## src/rtl/wdt_rst_ctrl.sv

```systemverilog
// wdt_rst_ctrl: watchdog timeout consumer -> CPU irq, then reset escalation.
// Optional build macro: WDT_GLITCH_FILTER_EN (3-sample qualified trigger).
//
// Ports:
//   clk, rst     : clock, synchronous active-high reset
//   wto_i        : watchdog timeout level (already synchronized)
//   irq_ack      : software acknowledge (pulse or level)
//   irq_o        : interrupt to CPU, high while in IRQ
//   sys_rst_req  : system reset request, high while in RESET
//   timeout_cnt  : saturating count of IRQ entries
//   reset_cnt    : saturating count of RESET entries
//   state_o      : IDLE=0, IRQ=1, RESET=2, HOLD=3
module wdt_rst_ctrl #(
    parameter int GRACE_CYC = 32,
    parameter int PULSE_CYC = 16,
    parameter int HOLD_CYC  = 8,
    parameter int CNT_W     = 8
) (
    input  logic             clk,
    input  logic             rst,
    input  logic             wto_i,
    input  logic             irq_ack,
    output logic             irq_o,
    output logic             sys_rst_req,
    output logic [CNT_W-1:0] timeout_cnt,
    output logic [CNT_W-1:0] reset_cnt,
    output logic [1:0]       state_o
);

    localparam int GW = $clog2(GRACE_CYC > 2 ? GRACE_CYC : 2);
    localparam int PW = $clog2(PULSE_CYC > 2 ? PULSE_CYC : 2);
    localparam int HW = $clog2(HOLD_CYC > 2 ? HOLD_CYC : 2);

    typedef enum logic [1:0] {
        S_IDLE  = 2'd0,
        S_IRQ   = 2'd1,
        S_RESET = 2'd2,
        S_HOLD  = 2'd3
    } state_t;

    state_t        state;
    logic [GW-1:0] grace_cnt;
    logic [PW-1:0] pulse_cnt;
    logic [HW-1:0] hold_cnt;
    logic          trig;

`ifdef WDT_GLITCH_FILTER_EN
    // hist[0] is the previous sample, hist[2] three samples back.
    // Resets to all-ones so a level held across reset never qualifies.
    logic [2:0] wto_hist;

    always_ff @(posedge clk) begin
        if (rst) wto_hist <= 3'b111;
        else     wto_hist <= {wto_hist[1:0], wto_i};
    end

    assign trig = wto_i & wto_hist[0] & wto_hist[1] & ~wto_hist[2];
`else
    logic wto_q;

    always_ff @(posedge clk) begin
        if (rst) wto_q <= 1'b1;
        else     wto_q <= wto_i;
    end

    assign trig = wto_i & ~wto_q;
`endif

    always_ff @(posedge clk) begin
        if (rst) begin
            state       <= S_IDLE;
            grace_cnt   <= '0;
            pulse_cnt   <= '0;
            hold_cnt    <= '0;
            timeout_cnt <= '0;
            reset_cnt   <= '0;
        end else begin
            unique case (state)
                S_IDLE: begin
                    if (trig) begin
                        state     <= S_IRQ;
                        grace_cnt <= GW'(GRACE_CYC - 1);
                        if (timeout_cnt != '1)
                            timeout_cnt <= timeout_cnt + CNT_W'(1);
                    end
                end
                S_IRQ: begin
                    // Acknowledge takes priority over grace expiry.
                    if (irq_ack) begin
                        state <= S_IDLE;
                    end else if (grace_cnt == '0) begin
                        state     <= S_RESET;
                        pulse_cnt <= PW'(PULSE_CYC - 1);
                        if (reset_cnt != '1)
                            reset_cnt <= reset_cnt + CNT_W'(1);
                    end else begin
                        grace_cnt <= grace_cnt - GW'(1);
                    end
                end
                S_RESET: begin
                    if (pulse_cnt == '0) begin
                        state    <= S_HOLD;
                        hold_cnt <= '0;
                    end else begin
                        pulse_cnt <= pulse_cnt - PW'(1);
                    end
                end
                S_HOLD: begin
                    // Needs HOLD_CYC consecutive low samples of wto_i.
                    if (wto_i)
                        hold_cnt <= '0;
                    else if (hold_cnt == HW'(HOLD_CYC - 1))
                        state <= S_IDLE;
                    else
                        hold_cnt <= hold_cnt + HW'(1);
                end
                default: state <= S_IDLE;
            endcase
        end
    end

    assign irq_o       = (state == S_IRQ);
    assign sys_rst_req = (state == S_RESET);
    assign state_o     = state;

endmodule
```

## config.mk

```make
export PLATFORM = sky130hd
export DESIGN_NAME = wdt_rst_ctrl
export DESIGN_NICKNAME = d
export VERILOG_FILES = /design/src/rtl/wdt_rst_ctrl.sv
export SDC_FILE = /design/constraint.sdc
export NUM_CORES = 1
export LEC_CHECK = 0
export CAP_MARGIN = 20
export CORE_MARGIN = 4
export CORE_UTILIZATION = 53
export CTS_CLUSTER_DIAMETER = 100
export DETAILED_ROUTE_END_ITERATION = 6
export MAX_ROUTING_LAYER = met4
export PLACE_DENSITY = 0.79
export RECOVER_POWER = 100
export SETUP_SLACK_MARGIN = 0.5
export SYNTH_ARGS = -nofsm -noshare
export SYNTH_HDL_FRONTEND = slang
export SYNTH_SLANG_ARGS = --single-unit
export TNS_END_PERCENT = 10
```

## constraint.sdc

```tcl
create_clock -name clk -period 2.3 [get_ports clk]
set_clock_uncertainty 0.15 [all_clocks]
set_input_delay 0.46 -clock clk [delete_from_list [all_inputs] [get_ports clk]]
set_output_delay 0.46 -clock clk [all_outputs]
set_load 0.01 [all_outputs]
```

== Word level (Yosys, flattened, before mapping) ==
Cells that the tools add are included.

* Register bits after elaboration: 31
* Input port bits: 4
* Output and inout bits: 20
* Logic and storage cells: 62

* Add/subtract/negate cells: 5
* Equality and inequality tests: 16
* Multiplexer cells: 19
* Bitwise operators: 3
* Reductions and logical operators: 12

{| class="wikitable"
|+ Operators by type and width
! operator !! count
|-
| adder 8 x 1 -> 8 bit (second input constant) || 2
|-
| inequality test 8 bit (second input constant) || 2
|-
| two-way mux 5 bit || 3
|-
| two-way mux 2 bit || 6
|-
| two-way mux 4 bit || 3
|-
| inequality test 2 bit (second input constant) || 6
|-
| AND reduction 4 bit || 3
|-
| case mux 5 bit (2 select lines) || 1
|-
| two-way mux 3 bit || 3
|-
| case mux 2 bit (4 select lines) || 1
|-
| case mux 4 bit (2 select lines) || 1
|-
| case mux 3 bit (2 select lines) || 1
|-
| AND reduction 3 bit || 2
|-
| nonzero test 2 bit || 3
|-
| logical NOT 5 bit || 1
|-
| AND reduction 5 bit || 1
|-
| subtractor 5 x 1 -> 5 bit (second input constant) || 1
|-
| == test 2 bit (second input constant) || 2
|-
| logical NOT 4 bit || 1
|-
| inequality test 2 x 1 -> 1 bit (second input constant) || 2
|-
| subtractor 4 x 1 -> 4 bit (second input constant) || 1
|-
| adder 3 x 1 -> 3 bit (second input constant) || 1
|-
| == test 3 bit (second input constant) || 1
|-
| inequality test 3 x 2 -> 1 bit (second input constant) || 1
|-
| other kinds (5) || 6
|}

== Longest topological paths before layout ==
* Depth after elaboration: 4
* Depth in mapped cells: 7
* Gate-level depth less buffers: 6

== Least setup slack after synthesis ==
OpenSTA, ideal clock, no wires.

* Kind: register to register
* Start: reg pulse_cnt[0]
* End: reg hold_cnt[2]
* Library setup time: 0.071 ns
* Arrival: 1.665 ns
* Slack: 0.415 ns
* Stages on the path, launching flop included: 7
* Path buffers: 0
* Clock period less this slack: 1.885 ns
* Cell sequence: dfxtp_1 inv_1 ha_1 nor3b_2 o221ai_2 or4b_2 a21oi_1

* Longest elaborated chain between the ends: 3

{| class="wikitable"
|+ Ends and longest elaborated chain
! item !! line !! source
|-
| from (decl) || 43 || <nowiki>logic [PW-1:0] pulse_cnt;</nowiki>
|-
| from (signal assigned) || 93 || <nowiki>pulse_cnt <= PW'(PULSE_CYC - 1);</nowiki>
|-
| from (signal assigned) || 105 || <nowiki>pulse_cnt <= pulse_cnt - PW'(1);</nowiki>
|-
| logical NOT 4 bit || 101 || <nowiki>if (pulse_cnt == '0) begin</nowiki>
|-
| inequality test 2 x 1 -> 1 bit (no line) || -- ||
|-
| AND reduction 3 bit (no line) || -- ||
|-
| to (signal assigned) || 115 || <nowiki>hold_cnt <= hold_cnt + HW'(1);</nowiki>
|-
| to (decl) || 44 || <nowiki>logic [HW-1:0] hold_cnt;</nowiki>
|}

No other way between the ends.
A chain may end at the register's enable or synchronous reset.

== Worst setup path in the final report ==
* Start: reg grace_cnt[1]
* End: reg pulse_cnt[2]

* Longest elaborated chain between the ends: 3

{| class="wikitable"
|+ Ends and longest elaborated chain
! item !! line !! source
|-
| from (decl) || 42 || <nowiki>logic [GW-1:0] grace_cnt;</nowiki>
|-
| from (signal assigned) || 82 || <nowiki>grace_cnt <= GW'(GRACE_CYC - 1);</nowiki>
|-
| from (signal assigned) || 97 || <nowiki>grace_cnt <= grace_cnt - GW'(1);</nowiki>
|-
| logical NOT 5 bit || 91 || <nowiki>end else if (grace_cnt == '0) begin</nowiki>
|-
| inequality test 2 x 1 -> 1 bit (no line) || -- ||
|-
| AND reduction 4 bit (no line) || -- ||
|}

No other way between the ends.

==> results.py <==
metrics = {
    "cells_and_area": {
        "multiInputGateArea_sq_um": 922,
        "layout.nets": 229,
        "area.growth.synth_to_final_pct": 27.4,
        "layout.core_utilization": 0.719,
        "seqCellArea_sq_um": 634,
        "num-fill-cells": 217,
        "post_route_cells_drive_above_1_share": 0.223,
        "antenna_cells": 0,
    },
    "detailed_routing": {
        "routed_wl_um": 3530,
        "first_pass_iteration_count_of_the_detailed_router": 4,
        "wl_per_cell_um": 14.1,
        "vias": 1447,
        "route.antenna.remaining_nets": 0,
        "drt_iter0_drc": 88,
        "detail_route.drc_violations": 0,
        "drt-vias-per-instance": 5.76,
    },
    "placement": {
        "place.port_buffers": 23,
        "gp_congestion": 0.879,
        "dp_hpwl_um": 2390,
    },
    "grt": {
        "grt_pass1_vias": 1315,
        "grt_max_degree": 33,
        "global_route.overflow_total": 0,
        "global_route.usage.total": 0.190,
        "initial_antenna_violation_count": 0,
        "grt_first_pass_wirelength_um": 5840,
    },
    "clock_network": {
        "cts.path.max_buffers": 2,
        "clock_tree.htree_level_count": 2,
        "root_buffer": "clkbuf_4",
        "worstSkewPairLatency_ps": 330,
        "worst_setup_hold_path_clk_slew_ps": 100,
        "postCtsHoldBufs": 0,
        "cts.sinks": 31,
        "cts_tree": "built",
        "cts_inserted_buffers": 5,
    },
    "critical_path": {
        "worst-path-max-fanout": 6,
        "worst_ep_arrival_time_ps": 2120,
        "path_class": "reg2reg",
        "crit_required_ps": 2360,
        "crit_path_start_kind": "register",
        "critical_path.endpoint_type": "register",
    },
    "synth": {
        "synth_top_flop_cell": "dfxtp_1",
        "synth.yosys.warnings": 0,
        "syn-cell-area_sq_um": 1580,
        "proportion_of_synthesized_chip_area_in_sequential_cells": 0.392,
        "count_of_flip_flops_with_a_built_in_enable_after_synthesis": 0,
        "synth.avg_cell_area_sq_um": 9.00,
        "syn_nets": 186,
        "syn_inst": 176,
        "netlist-cell-type-count": 38,
        "async_flop_share": 0,
        "synth-seq-cells": 31,
    },
    "worst_hold_path": {
        "min-delay-path-class": "reg2reg",
    },
    "pwr": {
        "power.share.sequential": 0.539,
        "clockPowerShare": 0.284,
        "p_int_uw": 770,
        "power.density_nw_per_um2": 528,
        "power_switching_share": 0.277,
        "comb_power_share": 0.178,
        "peakVddDrop_v": 0.000408,
        "p_leak_nw": 0.823,
        "power.switching_uw": 295,
    },
    "sta": {
        "rsz0062_at_grt": "true",
        "totalNegativeSetupSlack_ps": 0,
        "drv_slew": 0,
        "fmax_ghz": 0.486,
        "finalWorstPathRequiredPeriod_ps": 2060,
        "timing_worst_slew_pin_value_ps": 643,
        "final-setup-viol-count": 0,
        "relSlewSlack": 0.571,
        "period_share": 0.895,
        "final_hold_viol_count": 0,
    },
    "floorplan": {
        "coreArea_sq_um": 2810,
        "die_height_um": 62.7,
        "io_pins": 24,
        "die_area_sq_um": 3930,
        "floorplan.rows": 19,
        "floorplan.die.width_um": 62.7,
        "initial_standard_cell_utilization_of_the_core": 0.565,
    },
    "status": {
        "status": "finished, final reports clean",
    },
    "job": {
        "max-cap-violations": 0,
    },
}
## layout by cell type, fill, tap and decap left out, types with 5 or more instances in the layout
cell           count
dfxtp_1           22
nor2_1            18
dlygate4sd3_1     17
buf_4             13
nand2_1           12
a21oi_1           11
dfxtp_2            8
nand3_1            7
xor2_1             7
o21ai_0            7
clkbuf_1           7
clkbuf_4           6
nand2b_1           5
a311oi_1           5
## state kept, by name, indices dropped and copies added, names as in the netlist, named ones only
| name | count |
|---|---|
| grace_cnt | 5 |
| state_o | 1 |
| hold_cnt | 3 |
| pulse_cnt | 4 |
| reset_cnt | 8 |
| wto_q | 1 |
| timeout_cnt | 8 |
## logic make-up after synthesis
family	share of synthesized area
compound gates	0.173
xor+xnor	0.0387
fa+ha+maj	0.0474
buf+inv	0.0387
flops	0.392
mux	0.0324
simple gates	0.278
## what timing repair did
action / 4_1_cts / 5_1_grt
pin swaps: 0 / 5
setup buffers: 4 / 8
endpoints found under the hold margin: 0 / 0
endpoints found under the setup margin: 44 / 44
resized for setup: 9 / 26
## cells in the mapped netlist (4+ instances only)
library cell / number / share of area
mux2i_1: 4 / 0.025
or3_1: 4 / 0.016
o21ai_0: 7 / 0.022
dfxtp_1: 31 / 0.39
a311oi_1: 5 / 0.028
nand2_1: 14 / 0.033
inv_1: 6 / 0.014
clkbuf_1: 4 / 0.0095
a21oi_1: 12 / 0.038
nand2b_1: 5 / 0.020
nand4_1: 4 / 0.016
nand3_1: 7 / 0.022
a31oi_1: 4 / 0.016
xor2_1: 7 / 0.039
ha_1: 6 / 0.047
nor2_1: 18 / 0.043
## stage by stage
step | instance area, sq um | hold WS (ps) | std cells | power [mW] | setup slack (ps)
2_1_floorplan | 1590 | 290 | 176 | 0.699 | 424
3_3_place_gp | 1880 | 298 | 231 | 0.741 | 91.9
3_5_place_dp | 1880 | 303 | 231 | 0.747 | 35.6
4_1_cts | 1970 | 317 | 243 | 1.05 | 269
5_1_grt | 2020 | 332 | 251 | 1.13 | 89.7
6_report | 2020 | 314 | 251 | 1.07 | 241
## path summary, 6_finish.rpt
kind	startpoint	to	slack (ps)	depth (start not counted)
setup / recovery	grace_cnt[1]	pulse_cnt[2]	240	6
hold / removal	hold_cnt[1]	hold_cnt[1]	310	2
setup reg to reg	grace_cnt[1]	pulse_cnt[2]	240	6
hold reg to reg	hold_cnt[1]	hold_cnt[1]	310	2
## final cells by class
type / instances / share of cell area
inverter: 6 / 0.0112
sequential: 31 / 0.314
clock buffer: 7 / 0.0223
timing repair buffer: 43 / 0.174
tap: 31 / 0.0192
clock inverter: 1 / 0.00248
multi-input combinational: 132 / 0.457
## routing by layer
metal,GRT usage,wire length (um),up-vias
met2,0.298,1740,25
met5,-,0,-
met1,0.223,1600,681
met4,0.0854,80,0
met3,0.0576,109,10
li1,-,-,731
## power groups by stage
stage / combinational [mW] / clock [mW] / sequential, mW
floorplan: 0.114 / 0 / 0.585
global route: 0.210 / 0.339 / 0.577
detailed placement: 0.155 / 0 / 0.592
CTS: 0.167 / 0.314 / 0.572
finish: 0.189 / 0.302 / 0.574
global placement: 0.150 / 0 / 0.591
## worst max-delay path: stages (launching register included)
cell and delay [ps]:
dfxtp_1 330, inv_1 70, ha_1 220, or4b_1 580, nand2_2 160, a31oi_1 100
a311oi_1 340
Power figures use the tool's default switching activity.
